### src/rtl/instr_fetch_decode.sv
// ---------------------------------------------------------------------------
// instr_fetch_decode
//
// Fetch/decode stage that sits in front of the multicycle control FSM.
// Control presents PC with ReadFlag and the instruction window strobe. The
// stage fetches that word from instruction memory over a req/ack handshake,
// holds it in IR, and decodes the opcode, register fields, immediate and
// branch target. A fetch that gets no ack within TIMEOUT wait cycles is
// abandoned. IR is then forced to 0 (ADD r0,r0,r0) and the sticky fetch_err
// flag is set.
//
// Optional feature (compile-time macro INSTR_FETCH_PREFETCH_EN):
//   adds a one-entry prefetch buffer. While in HOLD, the stage reads pc+1
//   into the buffer. A later start whose PC matches the buffer goes straight
//   to HOLD without a memory access. Without the macro, no buffer exists and
//   no request is ever issued in HOLD.
//
// Parameters: IW instruction width (16), AW address width (13),
//             TIMEOUT wait cycles before abort (>=1)
//
// Ports:
//   clk, reset            clock, asynchronous active-high reset
//   PC                    instruction address from control
//   ReadFlag, instruction fetch enable and fetch window strobe
//   alu_zero              ALU equality result used by BEQ
//   imem_req/addr         memory read request and address
//   imem_ack/rdata        memory data valid and read data
//   Opcode, rd, rs1, rs2  decoded IR fields
//   imm                   sign-extended IR[6:0]
//   ir_valid              IR holds the instruction for the current fetch
//   fetch_busy            a memory fetch is in flight
//   fetch_err             sticky fetch timeout flag
//   branchFlag            branch taken
//   branchAddress         branch target
// ---------------------------------------------------------------------------
module instr_fetch_decode #(
  parameter int IW      = 16,
  parameter int AW      = 13,
  parameter int TIMEOUT = 15
) (
  input  logic          clk,
  input  logic          reset,
  input  logic [AW-1:0] PC,
  input  logic          ReadFlag,
  input  logic          instruction,
  input  logic          alu_zero,
  output logic          imem_req,
  output logic [AW-1:0] imem_addr,
  input  logic          imem_ack,
  input  logic [IW-1:0] imem_rdata,
  output logic [2:0]    Opcode,
  output logic [2:0]    rd,
  output logic [2:0]    rs1,
  output logic [2:0]    rs2,
  output logic [IW-1:0] imm,
  output logic          ir_valid,
  output logic          fetch_busy,
  output logic          fetch_err,
  output logic          branchFlag,
  output logic [AW-1:0] branchAddress
);

  localparam int            CW       = (TIMEOUT > 1) ? $clog2(TIMEOUT) : 1;
  localparam logic [CW-1:0] CNT_LAST = CW'(TIMEOUT - 1);

`ifdef INSTR_FETCH_PREFETCH_EN
  typedef enum logic [2:0] {S_IDLE, S_REQ, S_WAIT, S_HOLD, S_PF_WAIT} state_t;
`else
  typedef enum logic [1:0] {S_IDLE, S_REQ, S_WAIT, S_HOLD} state_t;
`endif

  state_t        state_q;
  logic [IW-1:0] ir_q;
  logic [AW-1:0] pc_q;
  logic [AW-1:0] addr_q;
  logic          req_q;
  logic          ir_valid_q;
  logic          err_q;
  logic [CW-1:0] cnt_q;

`ifdef INSTR_FETCH_PREFETCH_EN
  logic          pf_valid_q;
  logic [AW-1:0] pf_addr_q;
  logic [IW-1:0] pf_data_q;
  logic          pf_pend_q;    // prefetch request outstanding
  logic          pf_issued_q;  // one prefetch attempt per HOLD visit
`endif

  logic          start;
  logic          cnt_done;
  logic [AW-1:0] br_off;

  assign start    = ReadFlag & instruction & ~ir_valid_q;
  assign cnt_done = (cnt_q == CNT_LAST);

  always_ff @(posedge clk or posedge reset) begin
    if (reset) begin
      state_q     <= S_IDLE;
      ir_q        <= '0;
      pc_q        <= '0;
      addr_q      <= '0;
      req_q       <= 1'b0;
      ir_valid_q  <= 1'b0;
      err_q       <= 1'b0;
      cnt_q       <= '0;
`ifdef INSTR_FETCH_PREFETCH_EN
      pf_valid_q  <= 1'b0;
      pf_addr_q   <= '0;
      pf_data_q   <= '0;
      pf_pend_q   <= 1'b0;
      pf_issued_q <= 1'b0;
`endif
    end else begin
      case (state_q)
        S_IDLE: begin
          if (start) begin
            pc_q <= PC;
`ifdef INSTR_FETCH_PREFETCH_EN
            pf_valid_q <= 1'b0;
            if (pf_valid_q && (pf_addr_q == PC)) begin
              // Buffer hit: no memory access, IR is valid next cycle.
              ir_q       <= pf_data_q;
              ir_valid_q <= 1'b1;
              state_q    <= S_HOLD;
            end else begin
              req_q   <= 1'b1;
              addr_q  <= PC;
              state_q <= S_REQ;
            end
`else
            req_q   <= 1'b1;
            addr_q  <= PC;
            state_q <= S_REQ;
`endif
          end
        end

        S_REQ: begin
          if (imem_ack) begin
            ir_q       <= imem_rdata;
            req_q      <= 1'b0;
            ir_valid_q <= 1'b1;
            state_q    <= S_HOLD;
          end else begin
            cnt_q   <= '0;
            state_q <= S_WAIT;
          end
        end

        S_WAIT: begin
          // An ack takes priority over a timeout in the same cycle.
          if (imem_ack) begin
            ir_q       <= imem_rdata;
            req_q      <= 1'b0;
            ir_valid_q <= 1'b1;
            state_q    <= S_HOLD;
          end else if (cnt_done) begin
            ir_q       <= '0;
            err_q      <= 1'b1;
            req_q      <= 1'b0;
            ir_valid_q <= 1'b1;
            state_q    <= S_HOLD;
          end else begin
            cnt_q <= cnt_q + 1'b1;
          end
        end

        S_HOLD: begin
`ifdef INSTR_FETCH_PREFETCH_EN
          if (pf_pend_q) begin
            if (imem_ack) begin
              pf_valid_q <= 1'b1;
              pf_addr_q  <= addr_q;
              pf_data_q  <= imem_rdata;
              req_q      <= 1'b0;
              pf_pend_q  <= 1'b0;
            end else if (cnt_done) begin
              // An abandoned prefetch is dropped silently.
              req_q     <= 1'b0;
              pf_pend_q <= 1'b0;
            end else begin
              cnt_q <= cnt_q + 1'b1;
            end
          end else if (instruction && !pf_valid_q && !pf_issued_q) begin
            req_q       <= 1'b1;
            addr_q      <= pc_q + 1'b1;
            cnt_q       <= '0;
            pf_pend_q   <= 1'b1;
            pf_issued_q <= 1'b1;
          end
          if (!instruction) begin
            ir_valid_q  <= 1'b0;
            pf_issued_q <= 1'b0;
            if (pf_pend_q && !imem_ack && !cnt_done) state_q <= S_PF_WAIT;
            else                                     state_q <= S_IDLE;
          end
`else
          if (!instruction) begin
            ir_valid_q <= 1'b0;
            state_q    <= S_IDLE;
          end
`endif
        end

`ifdef INSTR_FETCH_PREFETCH_EN
        S_PF_WAIT: begin
          if (imem_ack) begin
            pf_valid_q <= 1'b1;
            pf_addr_q  <= addr_q;
            pf_data_q  <= imem_rdata;
            req_q      <= 1'b0;
            pf_pend_q  <= 1'b0;
            state_q    <= S_IDLE;
          end else if (cnt_done) begin
            req_q     <= 1'b0;
            pf_pend_q <= 1'b0;
            state_q   <= S_IDLE;
          end else begin
            cnt_q <= cnt_q + 1'b1;
          end
        end
`endif

        default: state_q <= S_IDLE;
      endcase
    end
  end

  assign imem_req   = req_q;
  assign imem_addr  = addr_q;
  assign ir_valid   = ir_valid_q;
  assign fetch_err  = err_q;
`ifdef INSTR_FETCH_PREFETCH_EN
  assign fetch_busy = (state_q == S_REQ) || (state_q == S_WAIT) || (state_q == S_PF_WAIT);
`else
  assign fetch_busy = (state_q == S_REQ) || (state_q == S_WAIT);
`endif

  // Combinational decode from IR.
  assign Opcode = ir_q[15:13];
  assign rd     = ir_q[12:10];
  assign rs1    = ir_q[9:7];
  assign rs2    = ir_q[6:4];
  assign imm    = {{(IW-7){ir_q[6]}}, ir_q[6:0]};
  assign br_off = {{(AW-7){ir_q[6]}}, ir_q[6:0]};

  assign branchFlag    = ir_valid_q & ((Opcode == 3'b100) | ((Opcode == 3'b101) & alu_zero));
  // The relative target wraps modulo 2^AW; the carry out is dropped.
  assign branchAddress = (Opcode == 3'b100) ? ir_q[AW-1:0] : (pc_q + br_off);

endmodule

### config.mk
export PLATFORM = sky130hd
export DESIGN_NAME = instr_fetch_decode
export DESIGN_NICKNAME = d
export VERILOG_FILES = /design/src/rtl/instr_fetch_decode.sv
export SDC_FILE = /design/constraint.sdc
export NUM_CORES = 1
export LEC_CHECK = 0
export ABC_AREA = 1
export CAP_MARGIN = 20
export CORE_AREA = 2 2 80 82
export CTS_CLUSTER_DIAMETER = 40
export CTS_CLUSTER_SIZE = 25
export DETAILED_ROUTE_END_ITERATION = 8
export DIE_AREA = 0 0 82 84
export GPL_ROUTABILITY_DRIVEN = 0
export PLACE_DENSITY = 0.8
export SYNTH_ARGS = -nofsm -noshare
export SYNTH_HDL_FRONTEND = slang
export SYNTH_SLANG_ARGS = --single-unit
### constraint.sdc
create_clock -name clk -period 2.53 [get_ports clk]
set_clock_uncertainty 0.15 [all_clocks]
set_input_delay 0.6325 -clock clk [delete_from_list [all_inputs] [get_ports clk]]
set_output_delay 0.6325 -clock clk [all_outputs]
set_load 0.02 [all_outputs]
==> summary.md <==
| Metric | Value |
|---|---|
| Filler cell count | `399` |
| Clock Tree Buf Depth | `2` |
| Crit path largest cell delay | `0.53 ns` |
| Crit path DAT | `2.08 ns` |
| Synth top area cells | `dfrtp_1 35%, nand2_1 13%, ha_1 9.3%, nand3_1 7.4%, inv_1 7.0%` |
| Max_cap viols | `0` |
| #FFs+latches synth | `38` |
| Critical-path top delay cell | `dfrtp_2` |
| Area of the multi-input gates | `1860 um2` |
| Most frequent cell after synthesis | `nand2_1` |
| Worst path required time | `1.75 ns` |
| DRT antenna net count | `0` |
| Syn_area_per_cell | `7.73 um2` |
| Worst Hold Depth | `1` |
| RSZ-0062 raised after global routing | `yes` |
| RR Endpoint | `ir_q[5]$_DFFE_PP0P_` |
| Fin util | `0.751` |
| Avg Vias per Cell | `5.47` |
| EDFF count, synth | `0` |
| Layout cells sized above 1 | `0.374` |
| Ys Warns | `0` |
| Area grow syn2layout | `70.2%` |
| CTS tree | `built` |
| DRT Wirelength | `9720 um` |
| Total clock sinks | `38` |
| Max Slew Vio Count | `0` |
| Min-delay worst type | `reg2reg` |
| Buffers on Ports | `93` |
| Failing checks | `setup timing` |
| Place WS | `-0.500 ns` |
| Worst-path maximum fanout | `6` |
| Core area | `6100 um2` |
| Initial antenna violation count | `0` |
| Io pins | `94` |
| Tot GR Track Use | `0.259` |
| Final count of hold timing violations | `0` |
| Synthesized instance count | `348` |
| Initial DRC Count | `190` |
| Post-route cell area | `4580 um2` |
| Clk_lat worst skew | `0.30 ns` |
| Synth top area share | `0.353` |
| Hold Crit Start | `fetch_err$_DFFE_PP0P_` |
| DR WL/cell | `17.3 um` |
| First-pass GRT wire length | `14000 um` |
| Worst setup SP type | `flop` |
| Die X | `82 um` |
| # DRC | `0` |
| Die area | `6890 um2` |
| Ant. Diodes | `0` |
| CP dominant cell by count | `nand2_1` |
| Area after DPL | `3900 um2` |
| Die span in y | `84 um` |
| Synthesized Nets | `404` |
| Post-synth top cells | `90 x nand2_1, 50 x inv_1, 40 x nand3_1` |
| Kind of critical path | `reg2out` |
| Setup violators final | `12` |
| Hold path endpoint | `fetch_err$_DFFE_PP0P_` |
| Asr flop ratio synth | `1.00` |
| Worst reg2reg path depth | `9` |
| Sequential fraction of the synthesis area | `0.353` |
| Fin crit share | `1.13` |
| Row count | `29` |
| Worst-path clk slew | `0.09 ns` |
| Slew headroom | `0.662` |
| Register area | `952 um2` |
| Critical R2R Launch | `state_q[0]$_DFFE_PP0P_` |
| Largest net degree at the start of global routing | `39` |
| Number of global-route vias before repair | `3081` |
| Post-DP HPWL | `5760 um` |
| Tmin final | `2.86 ns` |
| Setup WS post-layout | `-0.329 ns` |
| Highest clock rate | `350 MHz` |
| First-pass DRT Iterations | `5` |
| CP Capture Type | `output port` |
| H-tree depth | `2` |
| Slew @ Worst Pin | `0.507 ns` |
| Dominant synthesized flop cell | `dfrtp_1` |
| Grt total ovfl | `0` |
| Nets | `541` |
| Yosys cell types | `31` |
| Status | `finished, violations left` |
| Cell taking the most area after synthesis | `dfrtp_1` |
| Cell Area, Synth | `2690 um2` |
| R2R Setup Slk | `0.50 ns` |
| Initial Util | `0.441` |
| Inserted Clock Buffers | `5` |
| Critical-path cell list | `ha_4 > nand2_4 > inv_1 > nand2_1 > nand2_1 > nand2_1 > nand3_1 > nand2_1 > nand3_2 > nand2_2 > buf_6` |
| CTS Root Cell | `clkbuf_8` |
| DR vias | `3078` |
[logic make-up (layout without fill, tap and decap cells)]
kind of cell | Yosys count | after routing | share of synthesized area
AOI/OAI and AO/OA | 45 | 45 | 0.0879
xor gates and xnor gates | 3 | 3 | 0.00977
adders and majority gates | 21 | 21 | 0.100
buffers and inverters | 69 | 207 | 0.122
DFF | 38 | 38 | 0.353
muxes | 13 | 13 | 0.0544
and+or+nand+nor | 159 | 159 | 0.272
[through the flow]
stage | instances | TNS (ns) | hold WS, ns
floorplan | 348 | -0.0373 | 0.353
global placement | 540 | -4.14 | 0.321
detailed placement | 540 | -4.54 | 0.343
CTS | 560 | -1.45 | 0.380
global route | 563 | -3.16 | 0.407
finish | 563 | -2.46 | 0.369
[layout by cell type, fill, tap and decap left out, types with 6 or more instances in the layout]
master	Yosys	final
buf_6	3	12
nand2_2	1	24
clkdlybuf4s50_1	0	67
o21ai_1	7	9
o21ai_0	25	18
mux2_2	13	13
ha_4	0	10
inv_1	50	45
buf_4	12	54
dlygate4sd2_1	0	12
nand3_1	40	22
dfrtp_1	38	37
nand2_4	1	8
nor2_4	1	7
nand2_1	90	60
clkbuf_8	0	6
nand4_1	7	7
nand3_2	1	16
ha_1	20	9
[layout make-up]
class,instances,share of cell area
clock buffers,6,0.0180
clock inverters,2,0.0131
inverters,51,0.0418
multi-input cells,241,0.407
flip-flops and latches,38,0.208
well taps,77,0.0210
repair buffers,148,0.291
[critical path, delay by kind of cell, from the launching register on]
family | cells | cell delay [ns]
flops | 1 | 0.53
simple gates | 8 | 0.67
fa+ha+maj | 1 | 0.37
buf+inv | 2 | 0.19
[flip-flops by register name (all words and copies together), names as in the netlist]
register / cells
imem_req: 1
ir_valid: 1
imem_addr: 13
cnt_q: 4
state_q: 2
ir_q: 16
fetch_err: 1
[what timing repair did]
item                       in CTS  in global routing
pin swaps                      19                 39
setup endpoints to repair      15                 14
gates cloned                    0                  0
buffers inserted               12                  3
hold buffers                    0                  0
resized for setup             146                 55
[how the worst max path moves through the flow]
stage | slack (ns) | startpoint | depth (start not counted) | endpoint
2_1_floorplan | -0.04 | imem_addr[0]$_DFFE_PP0P_ | 7 | branchAddress[6]
3_3_place_gp | -0.45 | imem_addr[0]$_DFFE_PP0P_ | 8 | branchAddress[6]
3_5_place_dp | -0.50 | imem_addr[0]$_DFFE_PP0P_ | 10 | branchAddress[8]
4_1_cts | -0.21 | ir_q[0]$_DFFE_PP0P_ | 10 | branchAddress[8]
5_1_grt | -0.38 | ir_q[6]$_DFFE_PP0P_ | 10 | branchAddress[11]
6_report | -0.33 | ir_q[6]$_DFFE_PP0P_ | 11 | branchAddress[12]
[metal layers]
layer / GRT usage / part of all wire / up-vias
met3: 0.0444 / 0.066 / 41
met5: 0 / 0 / -
met1: 0.312 / 0.38 / 1460
met2: 0.449 / 0.52 / 178
met4: 0.102 / 0.032 / 0
li1: - / - / 1399
Power is not shown: default switching activity piles up to over one toggle a cycle in this logic, so the estimate is an artifact.
